### src/rtl/ex_arbiter_pkg.sv
// Shared types and parameter sanity helpers for the execute-stage arbiter.
package ex_arbiter_pkg;

    localparam int unsigned EX_NREQ_MIN   = 2;
    localparam int unsigned EX_NREQ_MAX   = 8;
    localparam int unsigned EX_DW_DEFAULT = 32;

    // One valid/ready beat as seen by the execute stage, at the default payload width.
    typedef struct packed {
        logic [EX_DW_DEFAULT-1:0] data;
        logic                     last;
    } ex_beat_t;

    // Requester count must fit the arbiter's supported range.
    function automatic bit ex_nreq_ok(input int unsigned n);
        return (n >= EX_NREQ_MIN) && (n <= EX_NREQ_MAX);
    endfunction

    // Index width must be exactly wide enough for n requesters.
    function automatic bit ex_iw_ok(input int unsigned n, input int unsigned iw);
        return iw == $clog2(n);
    endfunction

    // Payload must carry at least one bit.
    function automatic bit ex_dw_ok(input int unsigned dw);
        return dw >= 1;
    endfunction

endpackage

### src/rtl/ex_arbiter_rr_pick.sv
// Combinational round-robin pick: first asserted request after ptr, modulo N.
module rr_pick #(
    parameter int unsigned N  = 2,
    parameter int unsigned IW = $clog2(N)
) (
    input  logic [N-1:0]  req,
    input  logic [IW-1:0] ptr,
    output logic [N-1:0]  gnt,
    output logic [IW-1:0] idx,
    output logic          any
);

    // Walk offsets ptr+1 .. ptr+N; this is the rotate / priority-encode /
    // unrotate sequence folded into one scan so non-power-of-two N wraps correctly.
    always_comb begin
        gnt = '0;
        idx = '0;
        any = 1'b0;
        for (int unsigned k = 1; k <= N; k++) begin
            int unsigned j;
            j = (32'(ptr) + k) % N;
            for (int unsigned i = 0; i < N; i++) begin
                if (!any && (i == j) && req[i]) begin
                    any    = 1'b1;
                    idx    = IW'(i);
                    gnt[i] = 1'b1;
                end
            end
        end
    end

endmodule

### src/rtl/ex_arbiter.sv
// Zero-latency round-robin arbiter in front of the execute stage; holds the
// grant across back-pressure and multi-beat packets.
module ex_arbiter
    import ex_arbiter_pkg::*;
#(
    parameter int unsigned NREQ = 2,
    parameter int unsigned DW   = 32,
    parameter int unsigned IW   = $clog2(NREQ)
) (
    input  logic               clk,
    input  logic               rst,
    input  logic [NREQ-1:0]    req_valid,
    input  logic [NREQ-1:0]    req_last,
    input  logic [NREQ*DW-1:0] req_data,
    output logic [NREQ-1:0]    req_ready,
    output logic               m_valid,
    output logic [DW-1:0]      m_data,
    output logic [IW-1:0]      m_id,
    output logic               m_last,
    input  logic               m_ready,
    output logic               busy
);

    if (!ex_nreq_ok(NREQ)) begin : g_bad_nreq
        $error("ex_arbiter: NREQ out of range");
    end
    if (!ex_iw_ok(NREQ, IW)) begin : g_bad_iw
        $error("ex_arbiter: IW does not match NREQ");
    end
    if (!ex_dw_ok(DW)) begin : g_bad_dw
        $error("ex_arbiter: DW must be non-zero");
    end

    typedef struct packed {
        logic [DW-1:0] data;
        logic          last;
    } beat_t;

    logic [IW-1:0]   ptr_q;
    logic            lock_q;
    logic [IW-1:0]   own_q;

    beat_t           beat [NREQ];
    logic [NREQ-1:0] pick_gnt;
    logic [IW-1:0]   pick_idx;
    logic            pick_any;
    logic [NREQ-1:0] sel_oh;
    logic [IW-1:0]   g;
    logic            g_valid;
    beat_t           g_beat;

    // Unpack the flat payload bus into per-requester beats.
    always_comb begin
        for (int unsigned i = 0; i < NREQ; i++) begin
            beat[i].data = req_data[i*DW +: DW];
            beat[i].last = req_last[i];
        end
    end

    rr_pick #(
        .N  (NREQ),
        .IW (IW)
    ) u_pick (
        .req (req_valid),
        .ptr (ptr_q),
        .gnt (pick_gnt),
        .idx (pick_idx),
        .any (pick_any)
    );

    // Grant select: locked owner wins outright, otherwise the round-robin pick.
    always_comb begin
        sel_oh = '0;
        g      = '0;
        if (lock_q) begin
            g = own_q;
            for (int unsigned i = 0; i < NREQ; i++) begin
                sel_oh[i] = (IW'(i) == own_q);
            end
        end else if (pick_any) begin
            g      = pick_idx;
            sel_oh = pick_gnt;
        end
    end

    // One-hot OR-mux of the granted beat onto the execute-stage port.
    always_comb begin
        g_valid = |(req_valid & sel_oh);
        g_beat  = '0;
        for (int unsigned i = 0; i < NREQ; i++) begin
            if (sel_oh[i]) begin
                g_beat = g_beat | beat[i];
            end
        end
    end

    // Output drive; handshakes are forced idle while reset is held.
    always_comb begin
        m_valid   = g_valid & ~rst;
        m_data    = g_beat.data;
        m_last    = g_beat.last;
        m_id      = g;
        req_ready = rst ? '0 : (sel_oh & {NREQ{m_ready}});
        busy      = lock_q & ~rst;
    end

    // Lock/pointer update: stalls and mid-packet beats lock, a last beat releases.
    always_ff @(posedge clk) begin
        if (rst) begin
            lock_q <= 1'b0;
            own_q  <= '0;
            ptr_q  <= IW'(NREQ - 1);
        end else if (m_valid) begin
            if (m_ready && m_last) begin
                lock_q <= 1'b0;
                ptr_q  <= g;
            end else begin
                lock_q <= 1'b1;
                own_q  <= g;
            end
        end
    end

endmodule

### config.mk
export PLATFORM = sky130hd
export DESIGN_NAME = ex_arbiter
export DESIGN_NICKNAME = d
export VERILOG_FILES = /design/src/rtl/ex_arbiter_pkg.sv /design/src/rtl/ex_arbiter_rr_pick.sv /design/src/rtl/ex_arbiter.sv
export SDC_FILE = /design/constraint.sdc
export NUM_CORES = 1
export LEC_CHECK = 0
export CAP_MARGIN = 15
export CORE_ASPECT_RATIO = 1.2
export CORE_MARGIN = 2
export CORE_UTILIZATION = 21
export CTS_CLUSTER_SIZE = 8
export DETAILED_ROUTE_END_ITERATION = 10
export PLACE_DENSITY = 0.85
export SYNTH_ARGS = -nofsm -noshare
export SYNTH_HDL_FRONTEND = slang
export SYNTH_HIERARCHICAL = 1
export SYNTH_SLANG_ARGS = --single-unit
### constraint.sdc
create_clock -name clk -period 2.9 [get_ports clk]
set_input_delay 0.87 -clock clk [delete_from_list [all_inputs] [get_ports clk]]
set_output_delay 0.87 -clock clk [all_outputs]
set_load 0.02 [all_outputs]
; ---- Yosys cells after proc, flatten, opt, wreduce, memory -nomap -nowiden
; Cells that the tools add are included.
[word_totals]
reg_bits = 3
latch_bits = 0
mem_bits_rw = 0
rom_bits = 0
inputBits = 71
output_inout_bits = 38
word_cells = 46
memories = 0
[op_classes]
add_sub_neg = 2
mul = 0
n_div = 0
order_cmp = 0
eq_ne = 0
n_shift = 0
n_mux = 17
bitwise_logic = 8
n_reduce_logical = 16
[ops]
columns = op, count
row1 = two-way mux 33 bit, 2
row2 = zero test 32 bit, 2
row3 = OR 33 bit, 1
row4 = two-way mux 1 bit, 12
row5 = logical AND 1 bit, 8
row6 = two-way mux 2 bit, 3
row7 = AND 2 bit, 2
row8 = AND reduction 2 bit, 2
row9 = zero test 1 bit, 3
row10 = inverter 1 bit, 3
row11 = "adder 1 bit, second input constant", 2
row12 = AND 1 bit, 2
row13 = OR reduction 2 bit, 1

; ---- Longest topological paths before layout
[depth]
word_depth = 24
depth_mapped = 6
depth_no_buf = 6

; ---- Cells and area by module
; Netlist, hierarchy kept.
[by_module_without_submodules]
columns = module, n_inst, cells_each, area_each_um2, seq_area_each_um2
row1 = ex_arbiter, 1, 72, 593.1, 60.1
row2 = rr_pick, 1, 5, 32.5, 0.0

; ---- Least setup slack after synthesis
; Ideal clock, no wire load.
[synth_path]
path_kind = input to output
from = in req_valid[1]
to = out req_ready[0]
arrival_time_ps = 2074
required_time_ps = 2030
setup_slack_ps = -44
stages = 6
n_path_buf = 1
cell_sequence = or2_1 -> nor2b_4 -> nand2_1 -> o21ai_2 -> buf_2 -> nor3b_1
[synth_via]
elab_chain_cells = 14
[synth_rtl]
columns = item, line_no
row1 = "start, declared", ex_arbiter.sv:12  ; input logic [NREQ-1:0] req_valid,
row2 = logical AND 1 bit, ex_arbiter_rr_pick.sv:23  ; if (!any && (i == j) && req[i]) begin
row3 = two-way mux 1 bit, ex_arbiter_rr_pick.sv:23
row4 = zero test 1 bit, ex_arbiter_rr_pick.sv:23
row5 = logical AND 1 bit (2 in series), ex_arbiter_rr_pick.sv:23
row6 = two-way mux 1 bit, ex_arbiter_rr_pick.sv:23
row7 = zero test 1 bit, ex_arbiter_rr_pick.sv:23
row8 = logical AND 1 bit (2 in series), ex_arbiter_rr_pick.sv:23
row9 = two-way mux 1 bit, ex_arbiter_rr_pick.sv:23
row10 = two-way mux 2 bit (*), ex_arbiter.sv:80  ; end else if (pick_any) begin
row11 = two-way mux 2 bit (*), ex_arbiter.sv:75  ; if (lock_q) begin
row12 = AND 2 bit (*), ex_arbiter.sv:103  ; req_ready = rst ? '0 : (sel_oh & {NREQ{m_ready}});
row13 = two-way mux 2 bit (*), ex_arbiter.sv:103
row14 = "end, declared", ex_arbiter.sv:15  ; output logic [NREQ-1:0] req_ready,
; Mark *: on every way between the ends. The rest lies on a longest branch, timed or not.

; ---- Worst setup path in the final report
[layout_path]
from = in req_valid[0]
to = out m_data[26]
[layout_via]
elab_chain_cells = 19
[layout_rtl]
columns = item, line_no
row1 = logical AND 1 bit, ex_arbiter_rr_pick.sv:23
row2 = two-way mux 1 bit, ex_arbiter_rr_pick.sv:23
row3 = zero test 1 bit, ex_arbiter_rr_pick.sv:23
row4 = logical AND 1 bit (2 in series), ex_arbiter_rr_pick.sv:23
row5 = two-way mux 1 bit, ex_arbiter_rr_pick.sv:23
row6 = zero test 1 bit, ex_arbiter_rr_pick.sv:23
row7 = logical AND 1 bit (2 in series), ex_arbiter_rr_pick.sv:23
row8 = two-way mux 1 bit (*), ex_arbiter_rr_pick.sv:23
row9 = zero test 1 bit, ex_arbiter_rr_pick.sv:23
row10 = logical AND 1 bit (2 in series), ex_arbiter_rr_pick.sv:23
row11 = two-way mux 1 bit (*), ex_arbiter_rr_pick.sv:23
row12 = named net pick_any, ex_arbiter.sv:46  ; logic pick_any;
row13 = two-way mux 2 bit (*), ex_arbiter.sv:80
row14 = two-way mux 2 bit (*), ex_arbiter.sv:75
row15 = two-way mux 33 bit, ex_arbiter.sv:91  ; if (sel_oh[i]) begin
row16 = OR 33 bit, ex_arbiter.sv:92  ; g_beat = g_beat | beat[i];
row17 = two-way mux 33 bit (*), ex_arbiter.sv:91
row18 = "end, declared", ex_arbiter.sv:17  ; output logic [DW-1:0] m_data,
; Mark *: on every way through the listed nets, which the timed path passes. The rest lies on a longest branch.

==> summary.md <==
| Metric | Value |
|---|---|
| CTS Hold Bufs | `0` |
| Synth Instances | `77` |
| Routed vias/inst | `5.23` |
| Die footprint | `3430 sq um` |
| Crit path arrival time | `2.19 ns` |
| Clock network power share | `10.0%` |
| Ratio of cells with drive above 1 in the final layout | `36.5%` |
| Crit end category | `output pin` |
| CP Launch Type | `primary input` |
| DRT antenna net count | `0` |
| Hold path depth | `2` |
| Vias in the first global route | `1133` |
| EDFF count, synth | `0` |
| I/O Buffers | `108` |
| RSZ-0062 raised after global routing | `yes` |
| Dpl cell area | `1860 sq um` |
| Hold Violations, Final | `0` |
| Non-filler cells, final | `237` |
| Multi-input logic area | `544 sq um` |
| Post-Syn Area | `626 sq um` |
| Flop2flop setup slack | `1.17 ns` |
| Hold WC Path Type | `flip-flop to flip-flop` |
| Ys async rst share | `0%` |
| Final Cycle Share | `106%` |
| Seq pwr share | `7.3%` |
| Crit-path max FO | `8` |
| Failing checks | `setup timing` |
| Fill count | `196` |
| Top sig layer | `met4` |
| Reported max-cap violation count | `0` |
| Worst Slack Setup Final | `-0.163 ns` |
| Placer Congestion | `0.881` |
| Synth Net Count | `148` |
| Row cnt | `21` |
| Number of I/O pins | `109` |
| Worst-path clk slew | `0.04 ns` |
| Metal3 WL | `470 um` |
| WL final | `4570 um` |
| Pleak | `0.920 nW` |
| Synth Flop Type | `dfxtp_1` |
| Worst EP required | `2.03 ns` |
| Commonest non-fill, non-tap cell in the layout | `clkdlybuf4s50_1` |
| Final instance area | `2060 sq um` |
| First-pass GRT wire length | `5540 um` |
| CTS sink count | `3` |
| Post-route DRC | `0` |
| Die height | `63.8 um` |
| CTS tree | `yes` |
| Peak supply drop | `0.320 mV` |
| Synth Area per Inst | `8.12 sq um` |
| Met2 WL | `2460 um` |
| Routed vias | `1240` |
| Initial Utilization | `22.3%` |
| Outcome | `finished with violations` |
| P&R area growth vs syn | `229%` |
| P_sw | `0.290 mW` |
| Sw Share | `39.6%` |
| Power Dens Cells | `355 nW/um^2` |
| DP Wirelength | `3120 um` |
| Commonest non-fill, non-tap cells in the layout | `clkdlybuf4s50_1 (68), a22o_1 (34), buf_6 (33)` |
| Root Driver | `clkbuf_4` |
| Synth cell types | `25` |
| First-pass iteration count of the detailed router | `4` |
| Pins Over Slew Limit | `0` |
| Slew headroom | `74.2%` |
| H-tree depth | `1` |
| #FFs+latches synth | `3` |
| Core area | `2810 sq um` |
| Clock Tree Buf Depth | `2` |
| Synthesis Warnings | `6` |
| Largest net degree at the start of global routing | `29` |
| Nets | `275` |
| Cell count of the worst reg-to-reg path | `8` |
| Met1 WL | `1540 um` |
| Gate power share | `82.7%` |
| Setup violators final | `34` |
| Crit Path Class | `primary input to output pin` |
| Die width | `53.8 um` |
| Routed WL per cell | `19.3 um` |
| Overflow after GRT | `0` |
| Peak Freq | `326 MHz` |
| Placed insts | `227` |
| Tmin final | `3.06 ns` |
| Initial antenna violation count | `0` |
| Clk_lat worst skew | `0.23 ns` |
| Pre-CTS WS | `-0.939 ns` |
| Setup Skew | `0.00133 ns` |
| Hold worst-path end | `ptr_q` |
| Worst Min Path Start | `ptr_q` |
| Overall Power | `0.730 mW` |
| RR Endpoint | `ptr_q` |
| R2R Path Start | `ptr_q` |
| GRT Util Overall | `21.6%` |
| Worst Tran Pin Value | `0.387 ns` |
| Storage element area | `60.1 sq um` |
| Ant diodes | `0` |
| Initial DRC Count | `32` |
| Total CTS buffers | `3` |
| Internal power | `0.441 mW` |
| Sequential fraction of the synthesis area | `9.60%` |
## critical path, cell delays in order
cell and delay, ns:
buf_8 0.10, or2_4 0.24, nor2b_4 0.14, a22o_4 0.32
clkbuf_16 0.19, a22o_1 0.20, buf_6 0.14
## routing by layer
metal,vias to the layer above,GRT usage [%]
li1,572,-
met1,578,20.5
met2,74,41.3
met3,16,7.24
met4,0,6.41
met5,-,0
## synth_stat cells, drive strengths merged, types with 2 or more instances
cell type | n | share of area, %
a22oi | 3 | 4.4
nor3b | 2 | 2.4
dfxtp | 3 | 9.6
buf | 7 | 5.6
nand2 | 2 | 1.2
o21ai | 2 | 2.2
a21boi | 3 | 3.6
a21oi | 2 | 1.6
inv | 4 | 2.4
a22o | 35 | 49
nor2 | 3 | 1.8
## cell type report
cell class | count | area share [%]
sequential | 3 | 2.92
tap | 34 | 2.07
clock buffer | 4 | 1.28
timing repair buffer | 129 | 66.6
multi-input combinational | 63 | 26.4
inverter | 4 | 0.729
## logic make-up after synthesis
logic type / synth area share [%]
AO/OA/AOI/OAI: 66.8
AND/OR/NAND/NOR: 11.6
buffers and inverters: 8.00
flip-flops: 9.60
multiplexers: 4.00
## sequential cells by signal, indices dropped and copies added (netlist names)
signal,cells
own_q,1
ptr_q,1
lock_q,1
## through the flow
stage | utilization, % | TNS, ns | hold WS, ns
after floorplan | - | 0 | 0.498
after CTS | 68.5 | -3.73 | 0.557
after global routing | 73.2 | -5.47 | 0.636
after global placement | 66.0 | -30.29 | 0.541
final | 73.2 | -4.33 | 0.579
after detailed placement | 66.0 | -33.07 | 0.538
## how the worst max path moves through the flow
stage | from | end | slack [ns] | cells after the start
2_1_floorplan | req_valid[1] | req_ready[1] | 0.12 | 3
3_3_place_gp | req_valid[1] | req_ready[1] | -0.86 | 7
3_5_place_dp | req_valid[1] | req_ready[1] | -0.94 | 7
4_1_cts | req_valid[0] | m_data[20] | -0.13 | 7
5_1_grt | req_valid[0] | m_data[22] | -0.19 | 7
6_report | req_valid[0] | m_data[26] | -0.16 | 7
## power by group through the flow
stage | combinational (mW) | clock (mW) | sequential (mW)
floorplan | 0.245 | 0 | 0.0474
global placement | 0.523 | 0 | 0.0531
detailed placement | 0.534 | 0 | 0.0535
CTS | 0.546 | 0.0777 | 0.0534
global route | 0.632 | 0.0787 | 0.0546
finish | 0.604 | 0.0728 | 0.0536
## timing repair
action,4_1_cts,5_1_grt
pin swaps,5,3
resized for setup,201,34
gates cloned,3,1
setup buffers,1,1
setup endpoints to repair,38,36
Power figures use the tool's default switching activity.
